**config.mk**
```make
export PLATFORM = sky130hd
export DESIGN_NAME = aes_core_arbiter
export DESIGN_NICKNAME = d
export VERILOG_FILES = /design/src/rtl/aes_ctrl_pkg.sv /design/src/rtl/rr_arbiter2.sv /design/src/rtl/aes_core_arbiter.sv
export SDC_FILE = /design/constraint.sdc
export NUM_CORES = 1
export LEC_CHECK = 0
export ABC_CLOCK_PERIOD_IN_PS = 2400
export CAP_MARGIN = 25
export CORE_AREA = 4 4 397 399
export DETAILED_ROUTE_END_ITERATION = 10
export DIE_AREA = 0 0 401 403
export GPL_TIMING_DRIVEN = 0
export SYNTH_ARGS = -nofsm -noshare
export SYNTH_HDL_FRONTEND = slang
export SYNTH_HIERARCHICAL = 1
export SYNTH_SLANG_ARGS = --single-unit
```
**constraint.sdc**
```tcl
create_clock -name clk -period 2.4 [get_ports clk]
set_input_delay 0.24 -clock clk [delete_from_list [all_inputs] [get_ports clk]]
set_output_delay 0.24 -clock clk [all_outputs]
set_load 0.02 [all_outputs]
```
**src/rtl/aes_ctrl_pkg.sv**
```systemverilog
// Shared definitions for the AES core arbiter: controller states, default
// datapath width and requester index constants.
package aes_ctrl_pkg;

  localparam int unsigned DATA_W_DEFAULT = 128;

  // Requester indices: bit positions in req_valid/req_ready/rsp_valid/rsp_ready
  localparam int unsigned REQ_HOST = 0;
  localparam int unsigned REQ_PUF  = 1;

  typedef enum logic [1:0] {
    IDLE,
    LAUNCH,
    WAIT,
    RESP
  } state_t;

endpackage

```
**src/rtl/rr_arbiter2.sv**
```systemverilog
// Two-way round-robin grant: a lone request wins outright; on a tie the
// requester that was not granted last time wins. last_grant lives in the parent.
module rr_arbiter2 (
  input  logic [1:0] req,
  input  logic       last_grant,
  output logic [1:0] grant
);

  // One-hot grant selection
  always_comb begin
    grant = '0;
    case (req)
      2'b01:   grant = 2'b01;
      2'b10:   grant = 2'b10;
      2'b11:   grant = last_grant ? 2'b01 : 2'b10;
      default: grant = '0;
    endcase
  end

endmodule

```
**src/rtl/aes_core_arbiter.sv**
```systemverilog
// Shares one AES core between two requesters. Grants round-robin, latches the
// winner's plaintext/key, pulses core_start, waits for core_done under a
// watchdog and returns the ciphertext (or a timeout error) on a valid/ready
// response to the granted requester.
module aes_core_arbiter
  import aes_ctrl_pkg::*;
#(
  parameter int unsigned DATA_W  = DATA_W_DEFAULT,
  parameter int unsigned TIMEOUT = 63,
  parameter int unsigned CNT_W   = 6
) (
  input  logic              clk,
  input  logic              reset,
  input  logic [1:0]        req_valid,
  output logic [1:0]        req_ready,
  input  logic [DATA_W-1:0] req0_data,
  input  logic [DATA_W-1:0] req0_key,
  input  logic [DATA_W-1:0] req1_data,
  input  logic [DATA_W-1:0] req1_key,
  output logic [1:0]        rsp_valid,
  input  logic [1:0]        rsp_ready,
  output logic [DATA_W-1:0] rsp_data,
  output logic              rsp_err,
  output logic              core_start,
  output logic [DATA_W-1:0] core_data,
  output logic [DATA_W-1:0] core_key,
  input  logic              core_done,
  input  logic [DATA_W-1:0] core_result,
  output logic              busy
);

  state_t           state, state_next;
  logic [1:0]       arb_grant;
  logic             grant_idx;
  logic             last_grant;
  logic [CNT_W-1:0] cnt;
  logic [CNT_W-1:0] cnt_inc;
  logic             timeout_hit;

  rr_arbiter2 u_arb (
    .req        (req_valid),
    .last_grant (last_grant),
    .grant      (arb_grant)
  );

  // The watchdog fires on the TIMEOUT-th WAIT cycle, so RESP appears
  // TIMEOUT+1 cycles after LAUNCH.
  assign cnt_inc     = cnt + 1'b1;
  assign timeout_hit = (cnt_inc == CNT_W'(TIMEOUT));

  // State register
  always_ff @(posedge clk) begin
    if (reset) state <= IDLE;
    else       state <= state_next;
  end

  // Next-state and handshake/control outputs
  always_comb begin
    state_next = state;
    req_ready  = '0;
    rsp_valid  = '0;
    core_start = 1'b0;
    busy       = (state != IDLE);
    case (state)
      IDLE: begin
        // Gated by reset so a requester never sees an accept that reset discards
        if (!reset) req_ready = arb_grant;
        if (arb_grant != 2'b00) state_next = LAUNCH;
      end
      LAUNCH: begin
        core_start = 1'b1;
        state_next = WAIT;
      end
      WAIT: begin
        if (core_done || timeout_hit) state_next = RESP;
      end
      RESP: begin
        rsp_valid[grant_idx] = 1'b1;
        if (rsp_ready[grant_idx]) state_next = IDLE;
      end
      default: state_next = IDLE;
    endcase
  end

  // Job datapath: operand latch, grant bookkeeping, watchdog and result capture
  always_ff @(posedge clk) begin
    if (reset) begin
      core_data  <= '0;
      core_key   <= '0;
      grant_idx  <= 1'b0;
      last_grant <= 1'b1;
      cnt        <= '0;
      rsp_data   <= '0;
      rsp_err    <= 1'b0;
    end else begin
      case (state)
        IDLE: begin
          if (arb_grant != 2'b00) begin
            grant_idx  <= arb_grant[REQ_PUF];
            last_grant <= arb_grant[REQ_PUF];
            core_data  <= arb_grant[REQ_PUF] ? req1_data : req0_data;
            core_key   <= arb_grant[REQ_PUF] ? req1_key  : req0_key;
          end
        end
        LAUNCH: cnt <= '0;
        WAIT: begin
          cnt <= cnt_inc;
          if (core_done) begin
            rsp_data <= core_result;
            rsp_err  <= 1'b0;
          end else if (timeout_hit) begin
            rsp_data <= '0;
            rsp_err  <= 1'b1;
          end
        end
        default: ;
      endcase
    end
  end

endmodule

```
==> results.md <==
* Status: finished with violations
* Violated checks: negative setup slack
* Hold buffers post-CTS at 0
* Clock-pin slew on the worst setup and hold paths at 0.06 ns
* Register area share after synthesis at 46.95%
* CP cell instances: a21boi_1 -> buf_4 -> buf_4 -> buf_4 -> clkbuf_2 -> mux2i_1 -> a211oi_1
* Synth Area in Simple Gates at 9.531%
* Synth warn at 6
* TritonRoute pass-1 iters at 5
* Combinational share of power at 47.3%
* Sw Share at 41.87%
* Compound-gate portion of the synthesized area at 22.71%
* Leak at 10.97 nW
* Crit Path Class: reg2reg
* Max-slew violation count at 0
* Die Span X at 401 um
* Largest family of logic cells by synthesized area: compound AO/OA/AOI/OAI gates
* GR Util All Layers at 16.88%
* Post-synth top cells: 395 x dfxtp_1, 268 x nor2_1, 258 x mux2i_1, 256 x a211oi_1, 155 x clkbuf_1
* Post-synth cell types at 33
* Tightest Pin Transition at 0.9902 ns
* Post-Synth XOR/XNOR Area at 0%
* Port Buffers at 1036
* Syn Nets at 2459
* Clk sinks at 395
* Post-route clock skew at 0.03697 ns
* Root buffer cell: clkbuf_16
* Post-Syn Area at 16840 um^2
* Post-synth top area share at 46.95%
* Tcrit/Tclk final at 101.2%
* Synthesized-area fraction occupied by adder cells at 0.4457%
* RSZ-0062 raised after global routing: true
* Nets at 3564
* P_sw at 14.44 mW
* Total Power at 34.48 mW
* Core Area at 153900 um^2
* CP peak stage delay at 0.65 ns
* MaxCap Viol Count at 0
* Vias per cell at 4.005
* CTS tree: built
* Worst setup SP type: flop
* Seq pwr share at 27.8%
* Via count at 20120
* Vias in the first global route at 19460
* Syn Area/Cell at 9.326 um^2
* DRC viols at 0
* Slowest cell on crit path: mux2i_1
* H-Tree Depth at 2
* Row count at 144
* Count leader, synth: dfxtp_1
* Worst Path Max Fanout at 10
* Average wire per standard cell at 28.69 um
* Initial Util at 10.95%
* Pwr/cell area at 1071 nW/um^2
* Final worst slack at -0.02984 ns
* Congestion Overflow GR at 0
* Largest area contributor in the netlist: dfxtp_1
* Internal at 20.04 mW
* Crit path top cell by count: buf_4
* Top cells by area, synth: dfxtp_1 47%, mux2i_1 15%, a211oi_1 11%
* P&R area growth vs syn at 91.18%
* Final Setup Violations at 1
* Post-synthesis register bit count at 395
* Post-Place Worst Slack at -1.361 ns
* Worst-Skew Late Latency at 0.65 ns
* Worst min path class: in2reg
* Initial antenna violation count at 99
* CP required at 2.89 ns
* Die height at 403 um
* Num CTS Buffers at 53
* EDFF count, synth at 0
* Slew Limit Headroom at 33.99%
* Worst setup EP type: flop
* Post-route minimum period at 2.430 ns
* Post-Syn Instances at 1806
* Share of cells above drive strength 1 at 7.924%
* Violation count after the first detailed-route iteration at 1496
* GP Congestion at 0.9583
* Largest net degree at the start of global routing at 15
* Routed Antenna Nets at 0
* Ys flop type: dfxtp_1
* First-pass GRT wire length at 186.1 mm
* DP Wirelength at 123.5 mm
* Mux share of post-synthesis cell area at 15.33%
* Final hold vios at 0
* Die Footprint at 161600 um^2
* WL final at 144.2 mm
* Clock share of power at 25.0%
* Clock buffer depth at 3
* Worst VDD drop at 0.6957 mV
* Fmax at 411.5 MHz
* Top Ports at 1038
* Critical Path AT at 2.92 ns
* Post-synthesis async set-or-reset flop share at 0%
routing by layer:
metal  track usage (%)  part of all wire [%]  vias to the layer above
li1                  -                     -                     8939
met1             20.41                    40                     9782
met2             27.58                    46                     1086
met3             6.809                   9.9                      260
met4             4.759                   3.2                       56
met5                 0                  0.27                        -
cell families after synthesis:
group / after synthesis
multiplexers: 258
buffers and inverters: 194
flip-flops: 395
adder cells (fa/ha/maj): 6
AO/OA/AOI/OAI: 533
AND/OR/NAND/NOR: 420
power by group through the flow:
stage / Sequential [mW] / Clock [mW] / Combinational (mW)
2_1_floorplan: 11.6 / 0 / 5.16
3_3_place_gp: 9.62 / 0 / 15.7
3_5_place_dp: 9.62 / 0 / 15.9
4_1_cts: 9.55 / 8.91 / 16.3
5_1_grt: 9.76 / 9.10 / 17.3
6_report: 9.58 / 8.61 / 16.3
worst max-delay path: cells and delay by family (launching register included):
family          cells  cell delay [ns]
buf+inv             4             0.97
flops               1             0.32
mux                 1             0.65
compound gates      2             0.31
repair_timing:
item                                    CTS  global route
endpoints found under the setup margin  378           279
endpoints found under the hold margin     0             0
buffers inserted                          2             2
pin swaps                                 0             0
gates resized for setup                 135            46
layout make-up:
class	count	area [um^2]
Clock inverter	31	421.7
Antenna cell	28	70.07
Inverter	8	30.03
Multi-Input combinational cell	1217	8154
Clock buffer	66	1426
Timing Repair Buffer	1050	10570
Buffer	186	1066
Fill cell	16940	121700
Tap cell	2044	2557
Sequential cell	395	7909
sequential cells by signal, indices dropped and copies added (netlist names):
signal	cells
state	2
rsp_data	128
rsp_err	1
cnt	6
grant_idx	1
core_data	128
last_grant	1
core_key	128
placed cells by master, fill, tap and decap left out, drive strengths merged, types with 3 or more instances in the layout:
cell | synthesis | layout
clkdlybuf4s50 | 0 | 1032
bufinv | 0 | 8
a311oi | 128 | 128
clkinv | 0 | 16
clkinvlp | 0 | 4
nand2b | 3 | 3
mux2i | 258 | 258
nand3 | 4 | 4
o21ai | 3 | 3
diode | 0 | 28
nand2 | 138 | 138
inv | 8 | 11
nor2 | 268 | 268
buf | 31 | 49
ha | 6 | 6
dfxtp | 395 | 395
a21oi | 134 | 134
a211oi | 256 | 256
clkbuf | 155 | 218
worst paths after layout:
path | start | end | slack [ns] | cells past startpoint
worst max-delay path | last_grant$_SDFFE_PP1P_ | core_key[19]$_SDFFE_PP0P_ | -0.03 | 7
worst min-delay path | core_result[64] | rsp_data[64]$_SDFFE_PP0P_ | 0.20 | 3
worst max register to register | last_grant$_SDFFE_PP1P_ | core_key[19]$_SDFFE_PP0P_ | -0.03 | 7
worst min register to register | core_data[122]$_SDFFE_PP0P_ | core_data[122]$_SDFFE_PP0P_ | 0.50 | 2
through the flow:
stage / hold WS (ns) / util, % / setup TNS, ns / cells / instance area [um^2]
2_1_floorplan: 0.3999 / - / 0 / 1806 / 16840
3_3_place_gp: 0.4851 / 19.35 / -623.66 / 4886 / 29770
3_5_place_dp: 0.4901 / 19.46 / -260.58 / 4896 / 29950
4_1_cts: 0.1391 / 20.83 / -0.1542 / 4995 / 32060
5_1_grt: 0.1921 / 20.89 / -0.1186 / 5003 / 32150
6_report: 0.1996 / 20.93 / -0.02984 / 5025 / 32200
(Power assumes the default switching activity.)
